--- src/rtl/imem_loader.sv ---
// ---------------------------------------------------------------------------
// imem_loader
//
// Serial boot loader for the instruction memory.
//
// A session begins with a one-cycle start pulse. It then receives:
//   1. an 8-bit header holding the word count N (0 means 256),
//   2. N instruction words of INSTR_W bits, MSB first, and
//   3. an INSTR_W-bit checksum, which must equal the XOR of all the words.
// Each assembled word is written to memory in a single WR cycle.
// The processor is held in reset (core_hold) until a session ends with a
// good checksum.
//
// Serial handshake:
//   A bit moves across the interface on a rising edge where both
//   sin_valid and sin_ready are 1. sin_ready depends only on the FSM state
//   and never on sin_valid. A bit offered while sin_ready is 0 is dropped.
//   The sender keeps offering the same bit until it has been accepted.
//
// Ports:
//   clk        in   clock, rising edge
//   reset      in   asynchronous, active-high reset
//   start      in   one-cycle pulse that begins a session (ignored while busy)
//   sin_valid  in   a serial bit is offered this cycle
//   sin_bit    in   serial data bit, MSB first
//   sin_ready  out  loader accepts a bit this cycle (HDR, DATA, CHK)
//   mem_we     out  instruction-memory write strobe (WR only)
//   mem_adr    out  write address (current word index)
//   mem_wd     out  write data (assembled word)
//   core_hold  out  holds the processor in reset while 1
//   busy       out  session in progress
//   done       out  last session completed with a good checksum
//   err        out  last session aborted (bad checksum or timeout)
//   dbg_state  out  current FSM state encoding, for observation
// ---------------------------------------------------------------------------
module imem_loader #(
  parameter int ADR_W   = 8,
  parameter int INSTR_W = 10,
  parameter int TIMEOUT = 1023
) (
  input  logic               clk,
  input  logic               reset,
  input  logic               start,
  input  logic               sin_valid,
  input  logic               sin_bit,
  output logic               sin_ready,
  output logic               mem_we,
  output logic [ADR_W-1:0]   mem_adr,
  output logic [INSTR_W-1:0] mem_wd,
  output logic               core_hold,
  output logic               busy,
  output logic               done,
  output logic               err,
  output logic [2:0]         dbg_state
);

  // The bit counter must reach the larger of the header width and the word width.
  localparam int BC_MAX = (INSTR_W > 8) ? INSTR_W : 8;
  localparam int BC_W   = $clog2(BC_MAX + 1);
  localparam int TM_W   = $clog2(TIMEOUT + 1);

  typedef enum logic [2:0] {
    S_IDLE = 3'd0,
    S_HDR  = 3'd1,
    S_DATA = 3'd2,
    S_WR   = 3'd3,
    S_CHK  = 3'd4,
    S_DONE = 3'd5,
    S_ERR  = 3'd6
  } state_t;

  state_t             state_q, state_d;
  logic [7:0]         cnt_q,   cnt_d;    // header word count N
  logic [INSTR_W-1:0] shift_q, shift_d;  // data / checksum shift register
  logic [BC_W-1:0]    bit_q,   bit_d;    // accepted bits in the current field
  logic [ADR_W-1:0]   idx_q,   idx_d;    // word index and write address
  logic [INSTR_W-1:0] xor_q,   xor_d;    // running XOR of the written words
  logic [TM_W-1:0]    tmo_q,   tmo_d;    // idle cycles since the last accepted bit

  logic               accept;
  logic [INSTR_W-1:0] shift_in;
  logic [TM_W-1:0]    tmo_inc;
  logic [7:0]         idx_lo;

  always_ff @(posedge clk or posedge reset) begin
    if (reset) begin
      state_q <= S_IDLE;
      cnt_q   <= '0;
      shift_q <= '0;
      bit_q   <= '0;
      idx_q   <= '0;
      xor_q   <= '0;
      tmo_q   <= '0;
    end else begin
      state_q <= state_d;
      cnt_q   <= cnt_d;
      shift_q <= shift_d;
      bit_q   <= bit_d;
      idx_q   <= idx_d;
      xor_q   <= xor_d;
      tmo_q   <= tmo_d;
    end
  end

  assign sin_ready = (state_q == S_HDR) || (state_q == S_DATA) || (state_q == S_CHK);
  assign accept    = sin_valid & sin_ready;
  assign shift_in  = {shift_q[INSTR_W-2:0], sin_bit};
  assign tmo_inc   = tmo_q + TM_W'(1);
  // The word count is modulo 256, so the index is compared on 8 bits only.
  assign idx_lo    = 8'(idx_q);

  always_comb begin
    state_d = state_q;
    cnt_d   = cnt_q;
    shift_d = shift_q;
    bit_d   = bit_q;
    idx_d   = idx_q;
    xor_d   = xor_q;
    tmo_d   = tmo_q;

    case (state_q)
      S_IDLE, S_DONE, S_ERR: begin
        if (start) begin
          state_d = S_HDR;
          cnt_d   = '0;
          shift_d = '0;
          bit_d   = '0;
          idx_d   = '0;
          xor_d   = '0;
          tmo_d   = '0;
        end
      end

      S_HDR: begin
        if (accept) begin
          cnt_d = {cnt_q[6:0], sin_bit};
          tmo_d = '0;
          if (bit_q == BC_W'(7)) begin
            bit_d   = '0;
            state_d = S_DATA;
          end else begin
            bit_d = bit_q + BC_W'(1);
          end
        end
      end

      S_DATA: begin
        if (accept) begin
          shift_d = shift_in;
          tmo_d   = '0;
          if (bit_q == BC_W'(INSTR_W - 1)) begin
            bit_d   = '0;
            state_d = S_WR;
          end else begin
            bit_d = bit_q + BC_W'(1);
          end
        end
      end

      S_WR: begin
        xor_d   = xor_q ^ shift_q;
        idx_d   = idx_q + ADR_W'(1);
        tmo_d   = '0;
        // A header of 0 wraps to 255 here, which gives 256 words.
        state_d = (idx_lo == (cnt_q - 8'd1)) ? S_CHK : S_DATA;
      end

      S_CHK: begin
        if (accept) begin
          shift_d = shift_in;
          tmo_d   = '0;
          if (bit_q == BC_W'(INSTR_W - 1)) begin
            bit_d   = '0;
            state_d = (shift_in == xor_q) ? S_DONE : S_ERR;
          end else begin
            bit_d = bit_q + BC_W'(1);
          end
        end
      end

      default: state_d = S_IDLE;
    endcase

    // Timeout applies to every bit-receiving state. sin_ready is 1 exactly in those states.
    if (sin_ready && !accept) begin
      tmo_d = tmo_inc;
      if (tmo_inc == TM_W'(TIMEOUT)) begin
        state_d = S_ERR;
      end
    end
  end

  assign mem_we    = (state_q == S_WR);
  assign mem_adr   = idx_q;
  assign mem_wd    = shift_q;
  assign busy      = sin_ready || (state_q == S_WR);
  assign core_hold = (state_q != S_DONE);
  assign done      = (state_q == S_DONE);
  assign err       = (state_q == S_ERR);
  assign dbg_state = state_q;

endmodule
--- config.mk ---
export PLATFORM = sky130hd
export DESIGN_NAME = imem_loader
export DESIGN_NICKNAME = d
export VERILOG_FILES = /design/src/rtl/imem_loader.sv
export SDC_FILE = /design/constraint.sdc
export NUM_CORES = 1
export LEC_CHECK = 0
export ABC_AREA = 1
export CELL_PAD_IN_SITES_DETAIL_PLACEMENT = 1
export CELL_PAD_IN_SITES_GLOBAL_PLACEMENT = 2
export CORE_MARGIN = 2
export CORE_UTILIZATION = 33
export DETAILED_ROUTE_END_ITERATION = 8
export HOLD_SLACK_MARGIN = 0.12
export PLACE_DENSITY = 0.86
export SLEW_MARGIN = 5
export SYNTH_ARGS = -nofsm -noshare
export SYNTH_HDL_FRONTEND = slang
export SYNTH_SLANG_ARGS = --single-unit
--- constraint.sdc ---
create_clock -name clk -period 2 [get_ports clk]
set_clock_uncertainty 0.15 [all_clocks]
set_input_delay 0.4 -clock clk [delete_from_list [all_inputs] [get_ports clk]]
set_output_delay 0.4 -clock clk [all_outputs]
set_load 0.05 [all_outputs]
# ---- Yosys cells after proc, flatten, opt, wreduce, memory -nomap -nowiden
# Index checks and enable logic that the tools add are counted.
dict set report op_classes {
  addsub 4
  n_eq_ne 17
  mux 29
  n_bitwise 2
  reduce_logical 19
}
# op count
set ops {}
lappend ops {{$mux 10} 4}
lappend ops {{$pmux 10 s2} 2}
lappend ops {{$pmux 8 s2} 2}
lappend ops {{$mux 3} 10}
lappend ops {{$pmux 10 s3} 1}
lappend ops {{$mux 4} 5}
lappend ops {{$mux 8} 2}
lappend ops {{$pmux 3 s5} 1}
lappend ops {{$pmux 4 s3} 1}
lappend ops {{$add 10x1->10 const B} 1}
lappend ops {{$eq 10x10->1} 1}
lappend ops {{$eq 10x10->1 const B} 1}
lappend ops {{$xor 10x10->10} 1}
lappend ops {{$eq 3x3->1 const B} 3}
lappend ops {{$reduce_and 3->1} 3}
lappend ops {{$add 8x1->8 const B} 1}
lappend ops {{$eq 8x8->1} 1}
lappend ops {{$sub 8x1->8 const B} 1}
lappend ops {{$eq 3x2->1 const B} 2}
lappend ops {{$ne 3x3->1 const B} 2}
lappend ops {{$reduce_bool 2->1} 3}
lappend ops {{$reduce_or 3->1} 2}
lappend ops {{$add 4x1->4 const B} 1}
lappend ops {{$eq 4x3->1 const B} 1}
lappend ops {{16 further kinds} 19}
dict set report word_totals {
  reg_bits 53
}

# ---- Logic depth before layout (Yosys ltp)
# Gate-level depths: netlist (run 1).
dict set report logic_depth {
  depth_word 8
  depth_mapped 13
}

# ---- Worst setup path before layout (run 1)
# OpenSTA, ideal clock, no wires.
dict set report synth_path {
  path_kind {register to register}
  start {register state_q[2], in the netlist dbg_state[2]}
  end {register shift_q[1], in the netlist mem_wd[1]}
  arrival_time_ps 2139
  t_required_ps 1722
  setup_slack_ps -417
  stages_incl_launch_ff 10
  path_buffers 2
  synth_period_minus_slack_ps 2417
  path_cell_list {dfrtp_1 > buf_4 > nand3_1 > nand3_2 > nand2_1 > inv_2 > a211oi_2 > buf_4 > nand3_1 > o21ai_0}
}
dict set report synth_via {
  elab_chain_len 6
}
# element line_no
set synth_lines {}
lappend synth_lines {{from (decl)} 72} ;# state_t state_q, state_d;
lappend synth_lines {{from (signal assigned)} 95} ;# state_q <= state_d;
lappend synth_lines {{$eq 3x1->1 / $eq 3x2->1 (equally long branches)} {105, 121}}
lappend synth_lines {{$logic_or 1x1->1 (2 in a row)} 105} ;# assign sin_ready = (state_q == S_HDR) || (state_q == S_DATA) || (state_q == S_CHK);
lappend synth_lines {{$and 1x1->1} 106} ;# assign accept = sin_valid & sin_ready;
lappend synth_lines {{$ne 2x1->1 (no line)} -}
lappend synth_lines {{$reduce_and 3->1 (no line)} -}
lappend synth_lines {{to (signal assigned)} 97} ;# shift_q <= shift_d;
lappend synth_lines {{to (decl)} 74} ;# logic [INSTR_W-1:0] shift_q, shift_d;
# Several ways; a longest one is shown, not always the timed one.
# A chain may end at the register's enable or synchronous reset.

# ---- Worst setup path after layout (run 1)
dict set report layout_path {
  start {register state_q[1], in the netlist dbg_state[1]}
  end {output port sin_ready}
}
dict set report layout_via {
  elab_chain_len 3
}
# element line_no
set layout_lines {}
lappend layout_lines {{$eq 3x1->1 / $eq 3x2->1 (equally long branches)} 105}
lappend layout_lines {{$logic_or 1x1->1} 105}
lappend layout_lines {{$logic_or 1x1->1 (*)} 105}
lappend layout_lines {{to (decl)} 46} ;# output logic sin_ready,
# Mark *: on every way between the ends. The rest lies on a longest branch, timed or not.

==> flow_summary_export.csv, run 1 <==
group,metric,value,unit
grt,grt.overflow.total,0,
worst_setup_path,element_type_at_the_critical_path_start,"flop",
cells_and_area,seq_area,1330,um2
routing,route.vias.total,3001,
worst_setup_path,worst-path-buf-inv,3,
clocking,cts.path.max_buffers,2,
cells_and_area,area_taken_by_multi_input_logic_gates,1600,um2
power,combinationalPowerShare,0.599,
routing,detail_route.first_pass.iterations,4,
power,total_power,5.26,mW
synthesis,yosys_warnings,0,
sta,post_route_clock_period_utilization,1.00,
synthesis,post_synthesis_sequential_element_count,53,
grt,antenna_found_initial,0,
clocking,tritoncts,"done",
worst_setup_path,worstPathCellList,"buf_6, nand3_4, nand3_4, buf_4, buf_12",
power,power.clock.fraction,0.119,
clocking,cts.sinks,53,
placed_design,place_area,3730,um2
worst_setup_path,number_of_cells_on_the_worst_reg_to_reg_path,10,
placed_design,dp.final_hpwl,6.53,mm
routing,postRouteWirelength,9.10,mm
synthesis,synth-async-reset-ratio,1.00,
worst_setup_path,data_arrival_time_of_the_critical_path,1.45,ns
clocking,clk_root_buffer_cell,"clkbuf_8",
worst_setup_path,slowest_delay,0.49,ns
cells_and_area,layout.filler_cells,1133,
power,standby_leakage_power,2.02,nW
sta,achievable-frequency,500,MHz
sta,final-max-slew-violation-count,0,
routing,maxUsedRoutingLayer,"met4",
synthesis,synthDistinctLibCells,33,
routing,routedLengthMet1,4.33,mm
power,part_of_the_total_power_dissipated_in_sequential_elements,0.282,
cells_and_area,most_frequent_cells_in_the_layout,"97 x nand2_1, 67 x inv_1, 50 x dfrtp_1, 46 x buf_4, 33 x nand3_1",
cells_and_area,layout_cells_sized_above_1,0.219,
clocking,cts_buffers,5,
synthesis,synth.top_cells.by_area,"dfrtp_1 43%, nand2_1 12%, inv_1 9.1%",
clocking,htree_num_levels,2,
synthesis,synth_ff_type,"dfrtp_1",
sta,setup_ws,-0.00164,ns
synthesis,syn_area_per_cell,7.49,um2
synthesis,share_of_the_yosys_chip_area_belonging_to_registers,0.427,
synthesis,synth_enable_flop_cells,0,
floorplanning,top_level_ports,32,
floorplanning,design.die.area,10200,um2
synthesis,synth_largest_type_area_fraction,0.427,
grt,grt.total_usage,0.180,
min_path,worst_hold_path_type,"in -> async",
power,vdd_drop_max,0.399,mV
cells_and_area,layoutNonFillerInstCount,591,
synthesis,synth_top_cell_by_area,"dfrtp_1",
routing,wl_met3,169,um
power,power_switching,2.49,mW
worst_setup_path,critical_path_cell_count,5,
worst_setup_path,critical-path-slowest-cell,"dfrtp_2",
worst_setup_path,worstPathMaxFanout,6,
grt,grt_max_degree,21,
grt,number_of_global_route_vias_before_repair,3080,
placed_design,placement.io_buffers,31,
floorplanning,die_w,101,um
worst_setup_path,timing.critical_path.required,1.45,ns
sta,timing.final.setup_violations,1,
sta,slew-limit-headroom,0.746,
sta,finalCriticalPeriod,2.00,ns
placed_design,placed_cells,568,
sta,grt_setup_unrepaired,"true",
worst_setup_path,most_common_cell_on_crit_path,"nand3_4",
cells_and_area,flow.area_growth_from_synthesis,30.9,%
clocking,worst_setup_hold_path_clk_slew,0.10,ns
worst_setup_path,crit_type,"reg -> out",
routing,wl_per_cell,15.4,um
synthesis,syn-cell-area,3110,um2
clocking,clock_latency_of_the_later_clocked_register_in_the_worst_skew_pair,0.31,ns
power,power.density,1290,nW/um2
cells_and_area,antenna_cells,0,
cells_and_area,postLayoutCellArea,4070,um2
worst_setup_path,cpLargestDelayFamily,"flip-flops",
clocking,cts_hold_buf,0,
floorplanning,rows,35,
sta,hold_viol_final,0,
cells_and_area,design.final.nets,491,
routing,drt-vias-per-instance,5.08,
run,maxCapViolCount,0,
power,power.share.switching,0.473,
cells_and_area,most_frequent_standard_cell_in_the_layout_excluding_fill_and_tap_cells,"nand2_1",
routing,detail_route.iter0.violations,126,
synthesis,synth_nets,427,
floorplanning,dieHeight,101,um
cells_and_area,final_util,0.443,
synthesis,postSynthCellCount,415,
floorplanning,floorplan.core_area,9200,um2
floorplanning,effective_utilization_at_floorplan,0.338,
placed_design,place.gp.congestion,0.807,
routing,detail-route-antenna-nets,0,
run_status,violated_checks,"setup timing",
grt,wire_length_of_the_first_global_routing_pass,14.8,mm
routing,remaining_drc_errors,0,
sta,max_slew.worst_pin.slew,0.381,ns
routing,met2_wirelength,4.54,mm
power,cellInternalPower,2.77,mW
run_status,outcome,"finished with violations",
worst_setup_path,crit_path_end_kind,"output port",
-- routing by layer --
layer  GRT usage  vias to the layer above
li1            -                     1457
met1       0.237                     1507
met2       0.316                       31
met3      0.0264                        6
met4      0.0353                        0
met5           0                        -
-- cell usage after synthesis, types with 4 or more instances --
library cell  count
a21oi_1          10
dfrtp_1          53
ha_1              7
inv_1            75
nand2_1         102
nand3_1          39
nand4_1           4
nor2_1           28
o21ai_0          31
o22ai_1          17
xnor2_1          11
xor2_1           10
-- state kept, by name (all words and copies together) (netlist names) --
| signal | flops |
|---|---|
| bit_q | 4 |
| cnt_q | 8 |
| dbg_state | 3 |
| mem_adr | 8 |
| mem_wd | 10 |
| tmo_q | 10 |
| xor_q | 10 |
-- stage by stage --
stage | worst slack [ns] | hold slack, ns | setup TNS, ns
2_1_floorplan | -0.0137 | 0.332 | -0.179
3_3_place_gp | -0.107 | 0.354 | -0.146
3_5_place_dp | -0.111 | 0.368 | -0.191
4_1_cts | 0.00460 | 0.242 | 0
5_1_grt | -0.0539 | 0.273 | -0.193
6_report | -0.00164 | 0.222 | -0.00164
-- power by group through the flow --
stage | clock, mW | combinational [mW] | sequential (mW)
after floorplan | 0 | 1.58 | 1.63
after global placement | 0 | 2.57 | 1.49
after detailed placement | 0 | 2.65 | 1.50
after CTS | 0.634 | 2.77 | 1.48
after global routing | 0.683 | 3.50 | 1.52
final | 0.625 | 3.15 | 1.49
-- final cells by class --
type | count | area share
flip-flops and latches | 53 | 0.327
repair buffers | 63 | 0.153
clock inverters | 2 | 0.00246
clock buffers | 6 | 0.0178
well taps | 111 | 0.0341
inverters | 77 | 0.0729
multi-input cells | 279 | 0.393
-- kinds of logic (layout without fill, tap and decap cells) --
family          Yosys count  count (layout)  synth area share
simple gates            181             181             0.250
fa+ha+maj                 7               7            0.0282
flops                    53              53             0.427
buf+inv                  83             148             0.104
compound gates           70              70             0.132
xor+xnor                 21              21            0.0592
-- timing repair --
action | CTS | global route
cloned | 0 | 1
pin swaps | 1 | 7
resized for setup | 9 | 28
endpoints found under the setup margin | 3 | 16
buffers inserted | 8 | 6
-- worst paths after layout --
kind                         startpoint        end  slack (ns)
min in group clk               xor_q[8]   xor_q[8]        0.38
setup / recovery           dbg_state[1]  sin_ready      -0.002
setup reg to reg           dbg_state[1]  mem_wd[0]        0.07
max in group asynchronous         reset   cnt_q[6]        0.92
hold / removal                    reset   tmo_q[3]        0.22
hold reg to reg                xor_q[8]   xor_q[8]        0.38
Note: power is estimated with default switching activity, not from simulation.
==> inputs of run 2 (changes only) <==
--- a/config.mk
+++ b/config.mk
@@ -12,7 +12,7 @@
 export CORE_UTILIZATION = 33
 export DETAILED_ROUTE_END_ITERATION = 8
 export HOLD_SLACK_MARGIN = 0.12
-export PLACE_DENSITY = 0.86
+export PLACE_DENSITY_LB_ADDON = 0.1
 export SLEW_MARGIN = 5
 export SYNTH_ARGS = -nofsm -noshare
 export SYNTH_HDL_FRONTEND = slang
==> run 2 against run 1 <==
The run now ends clean. Die area unchanged. Sequential share of layout area increased by 0.11 points. Register-to-register slack improved by 0.03 ns. Total power fell by 1.5%. First-iteration DRC count is 56% lower. Count of clock-buffer cells in the layout fell by 1. Clock power is 3% higher. Flip-flop and latch count unchanged. Global-route usage down 0.42 points.
==> flow_summary_export.csv, run 2 (synthesis gave the netlist of run 1 again) <==
group,metric,value,unit
sta,grt_setup_unrepaired,"true",
routing,wl_per_cell,14.9,um
grt,met3_demand_to_capacity_share_in_global_routing,0.0250,
placed_design,dp.final_hpwl,6.35,mm
clocking,worst_setup_hold_path_clk_slew,0.10,ns
routing,detail_route.first_pass.iterations,4,
worst_setup_path,critPathLaunch,"dbg_state[2]",
power,total_power,5.18,mW
placed_design,place_area,3760,um2
clocking,cts.path.max_buffers,2,
grt,wire_length_of_the_first_global_routing_pass,14.3,mm
grt,grt.overflow.total,0,
sta,timing.final.setup_violations,0,
clocking,cts.sinks,53,
worst_setup_path,slowest_delay,0.47,ns
routing,postRouteWirelength,8.79,mm
sta,post_route_clock_period_utilization,0.986,
grt,grt.total_usage,0.176,
routing,detail_route.iter0.violations,56,
floorplanning,rows,35,
run_status,outcome,"finished, final reports clean",
routing,drt-vias-per-instance,4.93,
sta,final-max-slew-violation-count,0,
clocking,htree_num_levels,2,
worst_setup_path,data_arrival_time_of_the_critical_path,1.42,ns
clocking,cts_buffers,5,
cells_and_area,flow.area_growth_from_synthesis,30.5,%
floorplanning,die_w,101,um
cells_and_area,antenna_cells,0,
run,maxCapViolCount,0,
cells_and_area,most_frequent_standard_cell_in_the_layout_excluding_fill_and_tap_cells,"nand2_1",
placed_design,placement.io_buffers,31,
routing,detail-route-antenna-nets,0,
worst_setup_path,element_type_at_the_critical_path_start,"flop",
worst_setup_path,timing.rr.start,"dbg_state[1]",
floorplanning,design.die.area,10200,um2
sta,finalCriticalPeriod,1.97,ns
grt,number_of_global_route_vias_before_repair,2966,
clocking,clock_latency_of_the_later_clocked_register_in_the_worst_skew_pair,0.31,ns
sta,achievable-frequency,507,MHz
cells_and_area,postLayoutCellArea,4060,um2
grt,antenna_found_initial,0,
min_path,worst_hold_path_type,"in -> async",
grt,global_routing_met2_resource_utilization,0.290,
floorplanning,floorplan.core_area,9200,um2
sta,hold_viol_final,0,
grt,grt_most_used_layer,"met2",
worst_setup_path,crit_type,"reg -> out",
cells_and_area,layout_cells_sized_above_1,0.222,
worst_setup_path,crit_path_end_kind,"output port",
clocking,tritoncts,"done",
sta,slew-limit-headroom,0.740,
floorplanning,dieHeight,101,um
placed_design,place.gp.congestion,0.810,
cells_and_area,layout.filler_cells,1154,
routing,remaining_drc_errors,0,
clocking,cts_hold_buf,0,
routing,route.vias.total,2902,
worst_setup_path,worstPathMaxFanout,19,
worst_setup_path,timing.critical_path.required,1.45,ns
grt,grt_max_degree,45,
clocking,clk_root_buffer_cell,"clkbuf_8",
cells_and_area,design.final.nets,489,
grt,gr-usage-met1,0.247,
worst_setup_path,worstPathCellList,"buf_4, nor2_4, buf_12, buf_12",
floorplanning,top_level_ports,32,
worst_setup_path,most_common_cell_on_crit_path,"buf_12",
cells_and_area,most_frequent_cells_in_the_layout,"97 x nand2_1, 67 x inv_1, 50 x dfrtp_1, 45 x buf_4, 33 x nand3_1",
sta,max_slew.worst_pin.slew,0.386,ns
power,power.density,1280,nW/um2
power,standby_leakage_power,2.02,nW
worst_setup_path,critical-path-slowest-cell,"dfrtp_2",
power,vdd_drop_max,0.458,mV
floorplanning,effective_utilization_at_floorplan,0.338,
==> run 2: changes by cell type in the layout (fill, tap and decap cells not counted), moves of 2 or more <==
cell / change
nand3_2: +2
nor2_1: -2
nor2_2: +2
nand3_4: -2
buf_6: -2
clkinv_4: +2
==> run 2: cell type report <==
| type | instances | area [um2] | area share |
|---|---|---|---|
| multi-input cells | 279 | 1590 | 0.391 |
| flip-flops and latches | 53 | 1330 | 0.328 |
| repair buffers | 61 | 614 | 0.151 |
| inverters | 77 | 294 | 0.0725 |
| well taps | 111 | 139 | 0.0342 |
| clock buffers | 5 | 68.8 | 0.0170 |
| clock inverters | 3 | 22.5 | 0.00555 |
==> run 2: worst max-delay path: cells and delay by family, from the launching register on <==
family | cells | cell delay [ns]
simple gates | 1 | 0.14
flops | 1 | 0.47
buf+inv | 3 | 0.49
==> run 2: where the power goes <==
part	internal [mW]	total (mW)	switching, mW
clock	0.250	0.644	0.394
sequential	1.26	1.48	0.224
combinational	1.24	3.06	1.82
total	2.74	5.18	2.44
==> run 2: what timing repair did <==
item,CTS,global route
endpoints found under the setup margin,4,12
gates cloned,0,1
setup buffers,6,4
pin swaps,1,7
resized for setup,7,29
==> run 2: metrics by stage <==
stage	TNS (ns)	util	setup slack, ns	cells	hold slack, ns
after floorplan	-0.179	-	-0.0137	415	0.332
after global placement	-0.0436	0.409	-0.0436	570	0.354
after detailed placement	-0.0794	0.409	-0.0794	570	0.359
after CTS	0	0.425	0.00152	584	0.173
after global routing	-0.164	0.441	-0.0491	589	0.189
final	0	0.441	0.0276	589	0.172
==> run 2: metal layers <==
layer  vias up  share of wire
li1       1456              -
met1      1408           0.49
met2        29           0.48
met4         0          0.012
met3         9          0.021
met5         -              0
==> run 2: final timing paths <==
path                                end  slack [ns]  cells after the start
min reg2reg                    xor_q[8]        0.37                      1
min in group clk               xor_q[8]        0.37                      1
max reg2reg                dbg_state[0]        0.10                      9
max                              mem_we        0.03                      4
max in group asynchronous  dbg_state[0]        1.00                      3
min                            tmo_q[1]        0.17                      2
